===== src/rtl/mult_add_2_sched.sv =====
// Round-robin scheduler sharing one mult_add_2 datapath among requesters.
// Tracks in-flight ops by ID and supports locked FIR bursts.
module mult_add_2_sched #(
  parameter int NUM_REQ        = 3,
  parameter int ID_W           = 2,
  parameter int INPUT_DATA_A_W = 8,
  parameter int INPUT_DATA_B_W = 8,
  parameter int OUTPUT_DATA_W  = 8,
  parameter int DP_LATENCY     = 3,
  parameter int BURST_MAX      = 8
) (
  input  logic                                CLK_i,
  input  logic                                RST_i,
  input  logic [NUM_REQ-1:0]                  req_i,
  input  logic [NUM_REQ-1:0]                  fir_i,
  input  logic [2*NUM_REQ-1:0]                calcop_i,
  input  logic [INPUT_DATA_A_W*NUM_REQ-1:0]   a0_i,
  input  logic [INPUT_DATA_A_W*NUM_REQ-1:0]   a1_i,
  input  logic [INPUT_DATA_B_W*NUM_REQ-1:0]   b0_i,
  input  logic [INPUT_DATA_B_W*NUM_REQ-1:0]   b1_i,
  output logic [NUM_REQ-1:0]                  gnt_o,
  output logic [1:0]                          dp_inopcode_o,
  output logic [1:0]                          dp_calcopcode_o,
  output logic [INPUT_DATA_A_W-1:0]           dp_a0_o,
  output logic [INPUT_DATA_A_W-1:0]           dp_a1_o,
  output logic [INPUT_DATA_B_W-1:0]           dp_b0_o,
  output logic [INPUT_DATA_B_W-1:0]           dp_b1_o,
  input  logic [OUTPUT_DATA_W-1:0]            dp_result_i,
  output logic                                res_valid_o,
  output logic [ID_W-1:0]                     res_id_o,
  output logic [OUTPUT_DATA_W-1:0]            res_data_o
);

  localparam int CNT_W = $clog2(BURST_MAX + 1);
  localparam logic [ID_W-1:0] LAST_ID = ID_W'(NUM_REQ - 1);
  localparam logic [CNT_W-1:0] CNT_MAX = CNT_W'(BURST_MAX);
  localparam logic [0:0] S_IDLE = 1'b0;
  localparam logic [0:0] S_LOCK = 1'b1;

  logic [0:0]          state;
  logic [ID_W-1:0]     ptr;
  logic [ID_W-1:0]     owner;
  logic [CNT_W-1:0]    cnt;

  logic [NUM_REQ-1:0]  own_oh;
  logic [NUM_REQ-1:0]  hi_g;
  logic [NUM_REQ-1:0]  lo_g;
  logic [NUM_REQ-1:0]  rr_gnt;
  logic [NUM_REQ-1:0]  gnt;
  logic                hi_f;
  logic                lo_f;
  logic                in_lock;
  logic                lock_hold;
  logic                gnt_any;
  logic                gnt_fir;
  logic [ID_W-1:0]     start;
  logic [ID_W-1:0]     gnt_id;

  logic [1:0]                 sel_cop;
  logic [INPUT_DATA_A_W-1:0]  sel_a0;
  logic [INPUT_DATA_A_W-1:0]  sel_a1;
  logic [INPUT_DATA_B_W-1:0]  sel_b0;
  logic [INPUT_DATA_B_W-1:0]  sel_b1;

  logic [DP_LATENCY:0] vpipe;
  logic [ID_W-1:0]     idpipe [DP_LATENCY+1];

  function automatic logic [ID_W-1:0] next_id(
    input logic [ID_W-1:0] id
  );
    return (id == LAST_ID) ? '0 : id + 1'b1;
  endfunction

  always_comb begin
    own_oh = '0;
    for (int k = 0; k < NUM_REQ; k++)
      own_oh[k] = (ID_W'(k) == owner);
  end

  assign in_lock = (state == S_LOCK);
  assign lock_hold = in_lock
                   && (|(req_i & fir_i & own_oh))
                   && (cnt < CNT_MAX);
  // leaving a lock makes the owner lowest priority
  assign start = in_lock ? next_id(owner) : ptr;

  always_comb begin
    hi_g = '0;
    lo_g = '0;
    hi_f = 1'b0;
    lo_f = 1'b0;
    for (int k = 0; k < NUM_REQ; k++) begin
      if (req_i[k] && (k >= int'(start)) && !hi_f) begin
        hi_g[k] = 1'b1;
        hi_f    = 1'b1;
      end
      if (req_i[k] && !lo_f) begin
        lo_g[k] = 1'b1;
        lo_f    = 1'b1;
      end
    end
    rr_gnt = hi_f ? hi_g : lo_g;
  end

  assign gnt     = RST_i ? '0 : (lock_hold ? own_oh : rr_gnt);
  assign gnt_o   = gnt;
  assign gnt_any = |gnt;
  assign gnt_fir = |(gnt & fir_i);

  always_comb begin
    gnt_id  = '0;
    sel_cop = '0;
    sel_a0  = '0;
    sel_a1  = '0;
    sel_b0  = '0;
    sel_b1  = '0;
    for (int k = 0; k < NUM_REQ; k++) begin
      if (gnt[k]) begin
        gnt_id  = ID_W'(k);
        sel_cop = calcop_i[2*k +: 2];
        sel_a0  = a0_i[k*INPUT_DATA_A_W +: INPUT_DATA_A_W];
        sel_a1  = a1_i[k*INPUT_DATA_A_W +: INPUT_DATA_A_W];
        sel_b0  = b0_i[k*INPUT_DATA_B_W +: INPUT_DATA_B_W];
        sel_b1  = b1_i[k*INPUT_DATA_B_W +: INPUT_DATA_B_W];
      end
    end
  end

  always_ff @(posedge CLK_i) begin
    if (RST_i) begin
      state <= S_IDLE;
      ptr   <= '0;
      owner <= '0;
      cnt   <= '0;
    end else if (gnt_any && gnt_fir) begin
      state <= S_LOCK;
      owner <= gnt_id;
      cnt   <= lock_hold ? cnt + 1'b1 : CNT_W'(1);
    end else if (gnt_any) begin
      state <= S_IDLE;
      ptr   <= next_id(gnt_id);
      cnt   <= '0;
    end else begin
      if (in_lock)
        ptr <= next_id(owner);
      state <= S_IDLE;
      cnt   <= '0;
    end
  end

  always_ff @(posedge CLK_i) begin
    if (RST_i) begin
      dp_inopcode_o   <= 2'b00;
      dp_calcopcode_o <= 2'b00;
      dp_a0_o         <= '0;
      dp_a1_o         <= '0;
      dp_b0_o         <= '0;
      dp_b1_o         <= '0;
    end else if (gnt_any) begin
      dp_inopcode_o   <= gnt_fir ? 2'b10 : 2'b01;
      dp_calcopcode_o <= sel_cop;
      dp_a0_o         <= sel_a0;
      dp_a1_o         <= sel_a1;
      dp_b0_o         <= sel_b0;
      dp_b1_o         <= sel_b1;
    end else begin
      dp_inopcode_o   <= 2'b00;
    end
  end

  always_ff @(posedge CLK_i) begin
    if (RST_i) begin
      vpipe       <= '0;
      for (int i = 0; i <= DP_LATENCY; i++)
        idpipe[i] <= '0;
      res_valid_o <= 1'b0;
      res_id_o    <= '0;
      res_data_o  <= '0;
    end else begin
      vpipe     <= {vpipe[DP_LATENCY-1:0], gnt_any};
      idpipe[0] <= gnt_id;
      for (int i = 1; i <= DP_LATENCY; i++)
        idpipe[i] <= idpipe[i-1];
      res_valid_o <= vpipe[DP_LATENCY];
      if (vpipe[DP_LATENCY]) begin
        res_id_o   <= idpipe[DP_LATENCY];
        res_data_o <= dp_result_i;
      end
    end
  end

endmodule


===== config.mk =====
export PLATFORM = sky130hd
export DESIGN_NAME = mult_add_2_sched
export DESIGN_NICKNAME = d
export VERILOG_FILES = /design/src/rtl/mult_add_2_sched.sv
export SDC_FILE = /design/constraint.sdc
export NUM_CORES = 1
export LEC_CHECK = 0
export ABC_AREA = 1
export BUFFER_PORTS_ARGS = -buffer_cell sky130_fd_sc_hd__buf_2
export CAP_MARGIN = 30
export CORE_MARGIN = 2
export CORE_UTILIZATION = 42
export CTS_CLUSTER_DIAMETER = 40
export CTS_CLUSTER_SIZE = 25
export DETAILED_ROUTE_END_ITERATION = 10
export PLACE_DENSITY = 0.77
export SLEW_MARGIN = 20
export SYNTH_ARGS = -nofsm -noshare
export SYNTH_HDL_FRONTEND = slang
export SYNTH_SLANG_ARGS = --single-unit

===== constraint.sdc =====
create_clock -name CLK_i -period 1.8 [get_ports CLK_i]
set_input_delay 0.27 -clock CLK_i [delete_from_list [all_inputs] [get_ports CLK_i]]
set_output_delay 0.27 -clock CLK_i [all_outputs]
set_load 0.05 [all_outputs]

==> run metrics <==
largest net degree at the start of global routing 35; failing checks negative setup slack; Final period util 107%; IO Port Bufs 167; placed cell count ~800; IR Drop Worst-Case VDD around 0.87 mV; initial antenna violation count 0; drt via density approximately 4.7; Cell Area, Synth around 3500 um2; Cell Chain, Critical Path nor2_4 > nand2_2 > nand2_2 > nand2_2 > nand2_2 > nand4_1 > nand2_4 > nand2_4 > inv_4 > buf_8; Primary FF master, synth dfxtp_1; fmax roughly 520 MHz; pre-CTS setup slack -0.0115 ns; Slew HR 77.9%; final hold violation count 0; Distinct cells, synth 27; Routed met2 length 5160 um; via count approximately 3.9k; syn_nets 644; commonest non-fill, non-tap cell in the layout buf_2; wl on met1 4380 um; Max Slew Vio Count 0; overall global routing resource usage 21.1%; Die ar. around 9000 um2; worst setup path class register to primary output; Setup TNS Final -2.60 ns; Die Ht 94.7 um; synthesized flop and latch total 68; WP buf/inv 2; commonest non-fill, non-tap cells in the layout 164 x buf_2, 138 x nand2_1, 87 x nor2_1, 65 x dfxtp_1, 32 x nand3_1; Starting DRT DRC Count slightly above 90; first-pass GRT wire length 14900 um; Core Area around 8100 um2; setup violators final 37; starting density of the core 42.7%; DR WL/cell 12.7 um; worst setup margin -0.118 ns; total CTS buffers 9; CTS Root Cell clkbuf_8; clk_lat worst skew between 0.3 and 0.4 ns; CP max FO 4; CP delay by family, top simple AND/OR/NAND/NOR gates; Top cell by count, worst path nand2_2; CTS Hold Bufs 0; final WL around 10000 um; top sig layer met4; HPWL after DPL between 7000 and 8000 um; largest buffer count on any clock path 2; worst r2r path cells 13; Clock Pin Slew Worst Setup and Hold Paths roughly 0.070 ns; synthesis-to-layout area growth 53.0%; vias in the first global route 3343; fin nets 832; required time at the worst-slack endpoint roughly 1.5 ns; antenna fix cells 0; I/O Pins 168; slowest stage delay, CP 0.37 ns; DR pass1 iterations 4; residual DRC count 0; status finished, violations left; Met3 Wirelength 708 um; number of flops mapped to enable cells by yosys 0; row count 33; Clock H-tree levels 3; RePlAce Congestion 0.866; CTS tree done; Num Clock Sinks 68; Antenna Nets Post-Route 0; total grt overflow 0; CP endpoint kind primary output; layout cells sized above 1 44.5%; total of max-cap violations 0; RSZ-0062 raised after global routing true; nature of the critical path startpoint register; Die W roughly 95 um; Worst Clk Skew 0.00910 ns; Avg Cell Area, Syn approximately 6.6 um2; Least-Margin Pin Slew 0.331 ns; Ys Warns 0; WP data arrival 1.65 ns; fin crit period ~1.9 ns; cell with the largest stage delay on the worst path dfxtp_4; final std cells w/o fill 822; Fillers 714; P per Cell Area 1500 nW/um2; Cells after Synth 525; ys async rst share 0%; Leak Pwr 0.00290 uW; hold crit path type input pin to register; sequential area share after synthesis 39.4%; Hold Crit Depth 3; Crit. path cell count 10
## power breakdown
part	switching [uW]	internal (uW)
Combinational	2940	1640
Clock	530	670
Sequential	253	1910
Total	3730	4220
## tightest hold or removal path: stages
cell    delay [ns]
buf_2         0.08
nor2_1        0.03
nor2_1        0.08
## through the flow
stage	hold WS (ns)	area (um2)	power [uW]	utilization, %
detailed placement	0.396	4420	5710	54.6
global placement	0.391	4420	5670	54.6
CTS	0.146	4750	7080	58.7
global route	0.162	5280	8440	65.3
finish	0.163	5280	7950	65.3
floorplan	0.388	3450	4790	-
## metal layers
layer	vias up	global-route usage, %
met1	1711	25.7
li1	2023	-
met3	17	4.55
met4	0	8.94
met5	-	0
met2	143	35.9
## cell families (layout without fill, tap and decap cells)
kind of cell,Yosys count,in the layout,synth area share [%]
and+or+nand+nor,341,342,43.0
DFF,68,68,39.4
buffers and inverters,65,256,9.74
AOI/OAI and AO/OA,49,49,7.21
adders and majority gates,1,1,0.362
xor gates and xnor gates,1,1,0.254
## area by class of cell
class,instances,area [um2],area share (%)
Multi-Input combinational cell,393,2080,39.3
Sequential cell,68,1370,26.0
Clock buffer,13,149,2.82
Timing Repair Buffer,206,1370,26.0
Clock inverter,2,35.0,0.663
Inverter,35,146,2.77
Tap cell,105,131,2.49
## sequential cells by signal, summed over array words and instances, names as in the netlist
name / cells
dp_calcopcode_o: 2
ptr: 2
idpipe: 8
owner: 2
in_lock: 1
dp_b0_o: 8
dp_a1_o: 8
dp_b1_o: 8
vpipe: 4
res_id_o: 2
res_valid_o: 1
dp_a0_o: 8
dp_inopcode_o: 2
cnt: 4
res_data_o: 8
## repair_timing
| action | in CTS | in global routing |
|---|---|---|
| setup endpoints to repair | 17 | 46 |
| pin swaps | 8 | 22 |
| buffers inserted | 9 | 7 |
| gates cloned | 0 | 8 |
| gates resized for setup | 34 | 110 |
## worst paths after layout
| kind | end | slack, ns | start |
|---|---|---|---|
| max reg2reg | dp_a1_o[0] | -0.11 | owner[1] |
| min | res_data_o[0] | 0.16 | dp_result_i[0] |
| max | gnt_o[1] | -0.12 | owner[1] |
| min reg2reg | vpipe[2] | 0.40 | vpipe[1] |
## Yosys cell counts, types with 2 or more instances
cell type	instances	area share (%)
buf_2	8	1.2
buf_4	5	1.1
buf_6	8	2.6
clkbuf_1	8	0.87
dfxtp_1	68	39
inv_1	29	3.2
inv_2	5	0.54
nand2_1	167	18
nand2_2	5	0.91
nand2_4	3	0.98
nand3_1	38	5.5
nand3_2	11	3.2
nand3_4	2	1.0
nand4_1	7	1.3
nor2_1	104	11
nor2_2	2	0.36
o21ai_0	41	5.9
o21ai_1	5	0.72
Power figures use the tool's default switching activity.
